File: config.mk
export PLATFORM = sky130hd
export DESIGN_NAME = see_error_monitor_flat
export DESIGN_NICKNAME = d
export VERILOG_FILES = /design/src/rtl/see_mon_pkg.sv /design/src/rtl/see_error_monitor_if.sv /design/src/rtl/see_err_fifo.sv /design/src/rtl/see_error_monitor.sv /design/src/flat_wrapper.sv
export SDC_FILE = /design/constraint.sdc
export NUM_CORES = 1
export LEC_CHECK = 0
export BUFFER_PORTS_ARGS = -buffer_cell sky130_fd_sc_hd__buf_2
export CORE_ASPECT_RATIO = 0.8
export CORE_UTILIZATION = 38
export CTS_CLUSTER_DIAMETER = 200
export DETAILED_ROUTE_END_ITERATION = 12
export PLACE_DENSITY = 0.63
export SLEW_MARGIN = 20
export SYNTH_ARGS = -nofsm -noshare
export SYNTH_HDL_FRONTEND = slang
export SYNTH_HIERARCHICAL = 1
export SYNTH_SLANG_ARGS = --single-unit
File: constraint.sdc
create_clock -name clk -period 3.18 [get_ports clk]
set_input_delay 0.636 -clock clk [delete_from_list [all_inputs] [get_ports clk]]
set_output_delay 0.636 -clock clk [all_outputs]
set_load 0.02 [all_outputs]
File: src/rtl/see_mon_pkg.sv
// Shared types and widths for the SEE error monitor.
package see_mon_pkg;

  localparam int IN_W           = 9;
  localparam int OUT_W          = 5;
  localparam int CNT_W          = 16;
  localparam int DEF_FIFO_DEPTH = 4;

  typedef enum logic [1:0] {
    IDLE,
    RUN,
    FLUSH,
    DONE
  } state_t;

  // One mismatch record: which vector, what was applied, which outputs differed.
  typedef struct packed {
    logic [CNT_W-1:0] idx;
    logic [IN_W-1:0]  vec;
    logic [OUT_W-1:0] mask;
  } err_rec_t;

  localparam int REC_W = CNT_W + IN_W + OUT_W;

endpackage

File: src/rtl/see_error_monitor_if.sv
// Vector-input and record-output streams of the SEE error monitor.
interface see_error_monitor_if;
  import see_mon_pkg::*;

  logic             vec_valid;
  logic             vec_ready;
  logic [IN_W-1:0]  vec_in;
  logic [OUT_W-1:0] dut_out;
  logic [OUT_W-1:0] gold_out;

  logic             rec_valid;
  logic             rec_ready;
  logic [CNT_W-1:0] rec_idx;
  logic [IN_W-1:0]  rec_vec;
  logic [OUT_W-1:0] rec_mask;

  // Stimulus source and host side.
  modport master (
    output vec_valid, vec_in, dut_out, gold_out, rec_ready,
    input  vec_ready, rec_valid, rec_idx, rec_vec, rec_mask
  );

  // Monitor side.
  modport slave (
    input  vec_valid, vec_in, dut_out, gold_out, rec_ready,
    output vec_ready, rec_valid, rec_idx, rec_vec, rec_mask
  );

endinterface

File: src/rtl/see_err_fifo.sv
// Small synchronous FIFO of mismatch records. A push while full is accepted
// only when a pop happens in the same cycle; head reads as zero when empty.
module see_err_fifo
  import see_mon_pkg::*;
#(
  parameter int FIFO_DEPTH = DEF_FIFO_DEPTH
) (
  input  logic     clk,
  input  logic     rst_n,
  input  logic     clr,
  input  logic     push,
  input  err_rec_t din,
  input  logic     pop,
  output err_rec_t head,
  output logic     full,
  output logic     empty
);

  localparam int              AW       = $clog2(FIFO_DEPTH);
  localparam logic [AW:0]     FULL_CNT = (AW + 1)'(FIFO_DEPTH);

  err_rec_t        mem [FIFO_DEPTH];
  logic [AW-1:0]   wr_ptr;
  logic [AW-1:0]   rd_ptr;
  logic [AW:0]     count;
  logic            do_push;
  logic            do_pop;

  assign empty   = (count == '0);
  assign full    = (count == FULL_CNT);
  assign do_pop  = pop && !empty;
  assign do_push = push && (!full || do_pop);
  assign head    = empty ? '0 : mem[rd_ptr];

  // Pointer and occupancy bookkeeping; clr empties the FIFO for a new campaign.
  always_ff @(posedge clk or negedge rst_n) begin
    // NOTE: sequential state uses non-blocking assignments so every flop
    // samples the pre-edge values regardless of statement order.
    if (!rst_n) begin
      wr_ptr <= '0;
      rd_ptr <= '0;
      count  <= '0;
    end else if (clr) begin
      wr_ptr <= '0;
      rd_ptr <= '0;
      count  <= '0;
    end else begin
      if (do_push) wr_ptr <= wr_ptr + AW'(1);
      if (do_pop)  rd_ptr <= rd_ptr + AW'(1);
      case ({do_push, do_pop})
        2'b10:   count <= count + (AW + 1)'(1);
        2'b01:   count <= count - (AW + 1)'(1);
        default: count <= count;
      endcase
    end
  end

  // Record storage.
  always_ff @(posedge clk) begin
    // NOTE: storage has no reset; occupancy is tracked by count, and head is
    // masked while empty, so stale contents are never visible.
    if (do_push) mem[wr_ptr] <= din;
  end

endmodule

File: src/rtl/see_error_monitor.sv
// Compares faulted and golden netlist outputs per applied vector, keeps
// campaign statistics and queues mismatch records for host readout.
module see_error_monitor
  import see_mon_pkg::*;
#(
  parameter int FIFO_DEPTH = DEF_FIFO_DEPTH
) (
  input  logic                clk,
  input  logic                rst_n,
  input  logic                start,
  input  logic [CNT_W-1:0]    num_vectors,
  see_error_monitor_if.slave  bus,
  output logic [CNT_W-1:0]    vec_count,
  output logic [CNT_W-1:0]    err_count,
  output logic [OUT_W-1:0]    sticky_mask,
  output logic                overflow,
  output logic                busy,
  output logic                done
);

  state_t           state;
  state_t           state_nxt;
  logic [CNT_W-1:0] num_lat;
  logic             start_go;
  logic             xfer;

  logic             stage_valid;
  err_rec_t         stage_rec;
  logic             rec_push;
  logic             rec_pop;
  logic             fifo_full;
  logic             fifo_empty;
  err_rec_t         fifo_head;

  assign start_go      = start && ((state == IDLE) || (state == DONE));
  assign bus.vec_ready = (state == RUN) && (vec_count < num_lat);
  assign xfer          = bus.vec_valid && bus.vec_ready;
  assign busy          = (state == RUN) || (state == FLUSH);
  assign done          = (state == DONE);

  assign rec_push      = stage_valid && (stage_rec.mask != '0);
  assign rec_pop       = bus.rec_valid && bus.rec_ready;
  assign bus.rec_valid = !fifo_empty;
  assign bus.rec_idx   = fifo_head.idx;
  assign bus.rec_vec   = fifo_head.vec;
  assign bus.rec_mask  = fifo_head.mask;

  // State register.
  always_ff @(posedge clk or negedge rst_n) begin
    if (!rst_n) state <= IDLE;
    else        state <= state_nxt;
  end

  // Next-state logic. A zero-length campaign has already reached its target
  // on the start edge, so it goes straight to FLUSH. FLUSH lasts one cycle:
  // no transfers happen there, so the stage drains on its closing edge.
  always_comb begin
    // NOTE: default first so every path assigns state_nxt and no latch forms.
    state_nxt = state;
    unique case (state)
      IDLE, DONE: if (start) state_nxt = (num_vectors == '0) ? FLUSH : RUN;
      RUN:        if (xfer && ((vec_count + CNT_W'(1)) == num_lat)) state_nxt = FLUSH;
      FLUSH:      state_nxt = DONE;
      default:    state_nxt = IDLE;
    endcase
  end

  // Counters, compare stage and campaign statistics.
  always_ff @(posedge clk or negedge rst_n) begin
    if (!rst_n) begin
      num_lat     <= '0;
      vec_count   <= '0;
      err_count   <= '0;
      sticky_mask <= '0;
      overflow    <= 1'b0;
      stage_valid <= 1'b0;
      stage_rec   <= '0;
    end else if (start_go) begin
      num_lat     <= num_vectors;
      vec_count   <= '0;
      err_count   <= '0;
      sticky_mask <= '0;
      overflow    <= 1'b0;
      stage_valid <= 1'b0;
    end else begin
      if (xfer) begin
        vec_count <= vec_count + CNT_W'(1);
        stage_rec <= '{idx: vec_count, vec: bus.vec_in, mask: bus.dut_out ^ bus.gold_out};
      end
      stage_valid <= xfer;
      if (stage_valid) sticky_mask <= sticky_mask | stage_rec.mask;
      if (rec_push && (err_count != '1)) err_count <= err_count + CNT_W'(1);
      if (rec_push && fifo_full && !rec_pop) overflow <= 1'b1;
    end
  end

  see_err_fifo #(.FIFO_DEPTH(FIFO_DEPTH)) u_fifo (
    .clk   (clk),
    .rst_n (rst_n),
    .clr   (start_go),
    .push  (rec_push),
    .din   (stage_rec),
    .pop   (rec_pop),
    .head  (fifo_head),
    .full  (fifo_full),
    .empty (fifo_empty)
  );

endmodule
File: src/flat_wrapper.sv
// flat-port wrapper written by rule: the top's interface ports become plain ports
module see_error_monitor_flat import see_mon_pkg::*;
#(
  parameter int FIFO_DEPTH = DEF_FIFO_DEPTH
)
  (clk, rst_n, start, num_vectors, vec_count, err_count, sticky_mask, overflow, busy, done, bus_vec_valid, bus_vec_in, bus_dut_out, bus_gold_out, bus_rec_ready, bus_vec_ready, bus_rec_valid, bus_rec_idx, bus_rec_vec, bus_rec_mask);
  see_error_monitor_if bus_i ();
  input  logic clk;
  input  logic rst_n;
  input  logic start;
  input  logic [CNT_W-1:0] num_vectors;
  output logic [CNT_W-1:0] vec_count;
  output logic [CNT_W-1:0] err_count;
  output logic [OUT_W-1:0] sticky_mask;
  output logic overflow;
  output logic busy;
  output logic done;
  input wire logic [$bits(bus_i.vec_valid)-1:0] bus_vec_valid;
  input wire logic [$bits(bus_i.vec_in)-1:0] bus_vec_in;
  input wire logic [$bits(bus_i.dut_out)-1:0] bus_dut_out;
  input wire logic [$bits(bus_i.gold_out)-1:0] bus_gold_out;
  input wire logic [$bits(bus_i.rec_ready)-1:0] bus_rec_ready;
  output wire logic [$bits(bus_i.vec_ready)-1:0] bus_vec_ready;
  output wire logic [$bits(bus_i.rec_valid)-1:0] bus_rec_valid;
  output wire logic [$bits(bus_i.rec_idx)-1:0] bus_rec_idx;
  output wire logic [$bits(bus_i.rec_vec)-1:0] bus_rec_vec;
  output wire logic [$bits(bus_i.rec_mask)-1:0] bus_rec_mask;
  assign bus_i.vec_valid = bus_vec_valid;
  assign bus_i.vec_in = bus_vec_in;
  assign bus_i.dut_out = bus_dut_out;
  assign bus_i.gold_out = bus_gold_out;
  assign bus_i.rec_ready = bus_rec_ready;
  assign bus_vec_ready = bus_i.vec_ready;
  assign bus_rec_valid = bus_i.rec_valid;
  assign bus_rec_idx = bus_i.rec_idx;
  assign bus_rec_vec = bus_i.rec_vec;
  assign bus_rec_mask = bus_i.rec_mask;
  see_error_monitor #(.FIFO_DEPTH(FIFO_DEPTH)) u_core (.clk(clk), .rst_n(rst_n), .start(start), .num_vectors(num_vectors), .bus(bus_i), .vec_count(vec_count), .err_count(err_count), .sticky_mask(sticky_mask), .overflow(overflow), .busy(busy), .done(done));
endmodule
; Word-level counts from Yosys, hierarchy flattened
; Memories as Yosys holds them, arrays and structs flattened.
; Index checks and enable logic that the tools add are counted.
[word_totals]
reg_bits = 94
ram_bits = 120
inputBits = 40
out_inout_bits = 72
word_cells = 87
n_memories = 1
[op_classes]
n_addsub = 6
order_cmp = 1
n_eq_ne = 10
mux = 22
n_bitwise = 3
reduce_logical = 31
[memory_table]
columns = memory, words, word_bits, read_ports, rd_ports_with_merged_regs, wr, line
row1 = u_core.u_fifo.mem, 4, 30, 1, 0, 1, see_err_fifo.sv:22  ; err_rec_t mem [FIFO_DEPTH];
[ops]
columns = operator, count
row1 = $mux W16, 4
row2 = $add A16 B1 Y16 const B, 2
row3 = $mux W30, 1
row4 = $eq A16 B16 Y1, 1
row5 = $logic_not A16 Y1, 1
row6 = $lt A16 B16 Y1, 1
row7 = $ne A16 B16 Y1 const B, 1
row8 = $mux W2, 7
row9 = $reduce_bool A2 Y1, 6
row10 = $logic_and A1 B1 Y1, 11
row11 = $mux W5, 2
row12 = $eq A2 B2 Y1 const B, 3
row13 = $pmux W2 S3, 1
row14 = $pmux W3 S2, 1
row15 = $mux W1, 5
row16 = $or A5 B5 Y5, 1
row17 = $reduce_bool A5 Y1, 1
row18 = $xor A5 B5 Y5, 1
row19 = $add A2 B1 Y2 const B, 2
row20 = $eq A2 B1 Y1 const B, 2
row21 = $ne A2 B2 Y1 const B, 2
row22 = $reduce_and A2 Y1, 2
row23 = $add A3 B1 Y3 const B, 1
row24 = $eq A3 B3 Y1 const B, 1
row25 = other kinds (9), 13

; Depth between registers and ports, before layout
[logic_depth]
ltp_word = 9
depth_mapped = 11
mapped_depth_nobuf = 9

; Cells and area by module
; Netlist, hierarchy kept.
[modules_own_cells]
columns = module, instances, cells_per_inst, area_per_inst_um2, seq_area_each_um2
row1 = see_err_fifo, 1, 250, 5068.6, 3778.6
row2 = see_error_monitor, 1, 462, 4605.7, 2177.1

; Least setup slack after synthesis
; Ideal clock, no wire load.
[synth_timing]
kind = register -> register
from = register u_core.vec_count[12]
to = register u_core.state[1]
setup_ns = 0.127
t_arrival_ns = 3.035
t_required_ns = 3.053
path_slack_ns = 0.018
stages_incl_launch_ff = 9
path_buffers = 0
period_less_slack_ns = 3.162
cell_sequence = dfrtp_1 > ha_1 > and3_1 > a221o_1 > a221o_1 > a2111oi_4 > o21ai_2 > o41ai_2 > mux2_1
[synth_between]
elab_chain_cells = 6
word_cells_on_any_way = 8
cone_classes = add/sub (1) / order compare (1) / eq/ne (2) / reduce/logical (4)
[synth_lines]
columns = item, line
row1 = start: declaration, see_error_monitor.sv:13  ; output logic [CNT_W-1:0] vec_count,
row2 = start signal: assignment, see_error_monitor.sv:87  ; vec_count <= vec_count + CNT_W'(1);
row3 = branches (longest 3 deep; another with $add A16 B1 Y16), -
row4 = $logic_and A1 B1 Y1 *, see_error_monitor.sv:62  ; RUN: if (xfer && ((vec_count + CNT_W'(1)) == num_lat)) state_nxt = FLUSH;
row5 = $ne A2 B2 Y1 (no line) *, -
row6 = $reduce_and A2 Y1 (no line) *, -
row7 = end signal: assignment, see_error_monitor.sv:51  ; else state <= state_nxt;
row8 = end: declaration, see_error_monitor.sv:21  ; state_t state;
; Every way passes the cells marked *.
; A chain may end at the register's enable or synchronous reset.

; Final worst setup path
[layout_timing]
from = register u_core.num_lat[11]
to = output port bus_vec_ready
[layout_between]
elab_chain_cells = 2
[layout_lines]
columns = item, line
row1 = start: declaration, see_error_monitor.sv:23  ; logic [CNT_W-1:0] num_lat;
row2 = start signal: assignment, see_error_monitor.sv:79  ; num_lat <= num_vectors;
row3 = $lt A16 B16 Y1, see_error_monitor.sv:36  ; assign bus.vec_ready = (state == RUN) && (vec_count < num_lat);
row4 = $logic_and A1 B1 Y1, see_error_monitor.sv:36
row5 = end: declaration, flat_wrapper.sv:23  ; output wire logic [$bits(bus_i.vec_ready)-1:0] bus_vec_ready;
; Every way passes these cells.

==> reports/results.ini <==
[synth]
ys_ff_latch = 214
synth_edf_count = 120
syn_avg_cell_area_um2 = 13.6
async_flop_share_pct = 43.9
ys.flop_type = edfxtp_1
syn-cell-area_mm2 = 0.00967
ys_seq_area_share_pct = 61.6
synth.distinct_cells = 58
syn_nets = 778
syn_inst = 712
yosys_warnings = 6

[critical_path]
ff2ff_path_depth = 11
slowest_delay_ps = 400
r2r_start = u_core/num_lat[11]
crit_chain = inv_2 -> ha_4 -> and3_4 -> a221o_1 -> a221o_1 -> a211oi_2 -> buf_4
worstSetupPathType = flop to primary output
crit_buf_inv = 2
timing.rr.end = u_core/vec_count[9]
ff2ff_setup_slack_ps = 180
end_kind = primary output
cp.arrival_ps = 2480
cp_max_fo = 2
cp_top_family = compound AO/OA/AOI/OAI gates
path_depth = 7
crit_required_ps = 2540
timing.critical_path.from = u_core/num_lat[11]
cp-start-kind = flop
cpMostUsedCell = a221o_1
cp-endpoint = bus_vec_ready
crit_slowest_cell = dfrtp_1

[sta]
fmax_mhz = 320
grt_setup_unrepaired = true
relSlewSlack_pct = 47.9
slew_violations = 0
post-route-min-period_ps = 3120
finalCritPeriodShare_pct = 98.1
hold_viol = 0
worst_pin_slew_ps = 782
setup_viol = 0
skew_ps = 16.6

[detailed_routing]
wl_per_cell_um = 17.2
first_iter_violations = 446
first_pass_iters = 5
drc = 0
num_vias = 6064
drtAntennaViolNets = 0
avgViaCountPerCell = 5.11
routed_wl_um = 20400

[clock_network]
clkLatencyLatePin_ps = 530
cts.clk_slew.worst_paths_ps = 60
cts_htree_levels = 1
clock-root-buffer = clkbuf_16
cts_tree = built
ctsHoldBuffers = 0
cts_buffers = 23
cts.sink_count = 214
clk_path_buf_depth = 3

[power_and_ir_drop]
power_density_mw_per_mm2 = 812
ir_worst_vdd_mv = 0.464
power_leakage_nw = 4.85

[place]
portBuffers = 111
gp_congestion = 0.826
hpwlAfterDp_um = 13200
dpl.cell_count = 1137

[die]
die-area_mm2 = 0.0261
core_area_mm2 = 0.0246
io-pin-count = 112
initial_core_util_pct = 39.3
rows = 51
die_h_um = 145
fp.dieW_um = 180

[finish]
finalNetCount = 917
layout_common_cells = edfxtp_1, buf_2, dfrtp_1
n_antenna_cell = 0
final_common_cell = edfxtp_1
drive_gt1_share_pct = 30.3
area_growth_syn_to_layout_pct = 21.1
nFillCells = 2251
finalNonFillerCells = 1186
final_util_pct = 47.6

[run]
drv_cap = 0

[hold_path]
hp-class = input port to async pin

[grt]
grt_max_degree = 56
grtUsageTotal_pct = 16.0
antenna_found_initial = 1
grt_overflow = 0
grt_pass1_vias = 5823
grt_pass1_wl_um = 32400

[outcome]
status = completed

-- per-stage QoR --
stage	hold slack [ps]	TNS [ps]	area [µm²]	power (mW)	setup WS [ps]
after CTS	231	0	11600	9.50	3.43
after global routing	254	-22.6	11700	10.1	-22.6
final	196	0	11700	9.51	59.6
after global placement	466	0	10800	6.51	213
after floorplan	340	0	9670	5.70	17.5
after detailed placement	470	0	10800	6.56	156
-- cell type report --
class                           instances  area, µm²  share of cell area, %
Clock inverter                         18        253                   2.16
Inverter                               32        120                   1.03
Multi-Input combinational cell        431       3510                   29.9
Clock buffer                           24        579                   4.95
Sequential cell                       214       5960                   50.9
Tap cell                              318        398                   3.40
Timing Repair Buffer                  149        900                   7.68
-- what timing repair did --
item                       CTS  global route
pin swaps                    2             4
setup endpoints to repair    1            29
hold endpoints to repair     0             0
buffers inserted             1             6
gates resized for setup      3            10
-- state kept, by name, indices dropped and copies added, names as in the netlist, 3 cells and up --
name	flops
u_core/err_count	16
u_core/num_lat	16
u_core/stage_rec	30
u_core/sticky_mask	5
u_core/u_fifo/count	3
u_core/u_fifo/mem	120
u_core/vec_count	16
-- worst register-to-register path, delay by kind of cell (launching register included) --
kind	cells	cell delay, ps
adder cells (fa/ha/maj)	1	200
flip-flops	1	400
AND/OR/NAND/NOR	3	650
AO/OA/AOI/OAI	4	1240
buffers and inverters	3	440
-- routing by layer --
metal  up-vias  track usage (%)  part of all wire [%]  wire length [µm]
li1       2876                -                     -                 -
met1      2988             23.8                    48              9850
met5         -                0                     0                 0
met2       175             23.5                    43              8780
met3        25             3.63                   7.2              1460
met4         0             4.05                   1.5               314
-- power by group --
| group | switching [mW] | leakage [nW] | internal, mW |
|---|---|---|---|
| clock network | 1.14 | 0.394 | 1.76 |
| logic | 1.57 | 2.12 | 1.12 |
| registers | 0.367 | 2.34 | 3.56 |
-- cell usage after synthesis (all sizes together), types with 2 or more instances --
cell     count  area, µm²
and3         6       37.5
a221o        2       20.0
nor3         5       30.0
xnor2       22        193
nand3b       2       15.0
a211oi       2       15.0
edfxtp     120       3600
o2111ai      3       26.3
clkbuf      23       86.3
a31oi        2       12.5
and4         5       43.8
inv         31        116
mux2        27        304
o211ai       2       15.0
or3b         2       17.5
xor2        32        280
dfrtp       94       2350
nand2       47        179
nand4       13       81.3
nor4         7       43.8
nor2        49        184
nor2b       34        213
a21o         5       37.5
nand2b       2       12.5
o21ai       33        169
mux4        30        676
mux2i        4       40.0
buf         12       83.8
o311ai       2       17.5
and2         9       56.3
ha          25        313
a21oi       19       95.1
a41o         3       30.0
nand3       17       85.1
or3          7       43.8
-- worst min-delay path by stage --
stage                                 endpoint  slack [ps]  cells after the start
final                     u_core/vec_count[13]         200                      1
after global routing      u_core/vec_count[13]         250                      1
after CTS                  u_core/err_count[1]         230                      1
after detailed placement     u_core/num_lat[0]         470                      2
after global placement       u_core/num_lat[0]         470                      2
after floorplan            u_core/err_count[0]         340                      0
-- kinds of logic after synthesis --
group / count (synthesis) / share of synthesized area, %
flip-flops: 214 / 61.6
buffers and inverters: 67 / 3.00
multiplexers: 61 / 10.5
adder cells (fa/ha/maj): 26 / 3.44
AND/OR/NAND/NOR: 208 / 11.0
AO/OA/AOI/OAI: 82 / 5.56
XOR/XNOR: 54 / 4.89
No activity file was read; power rests on OpenSTA's default activity.
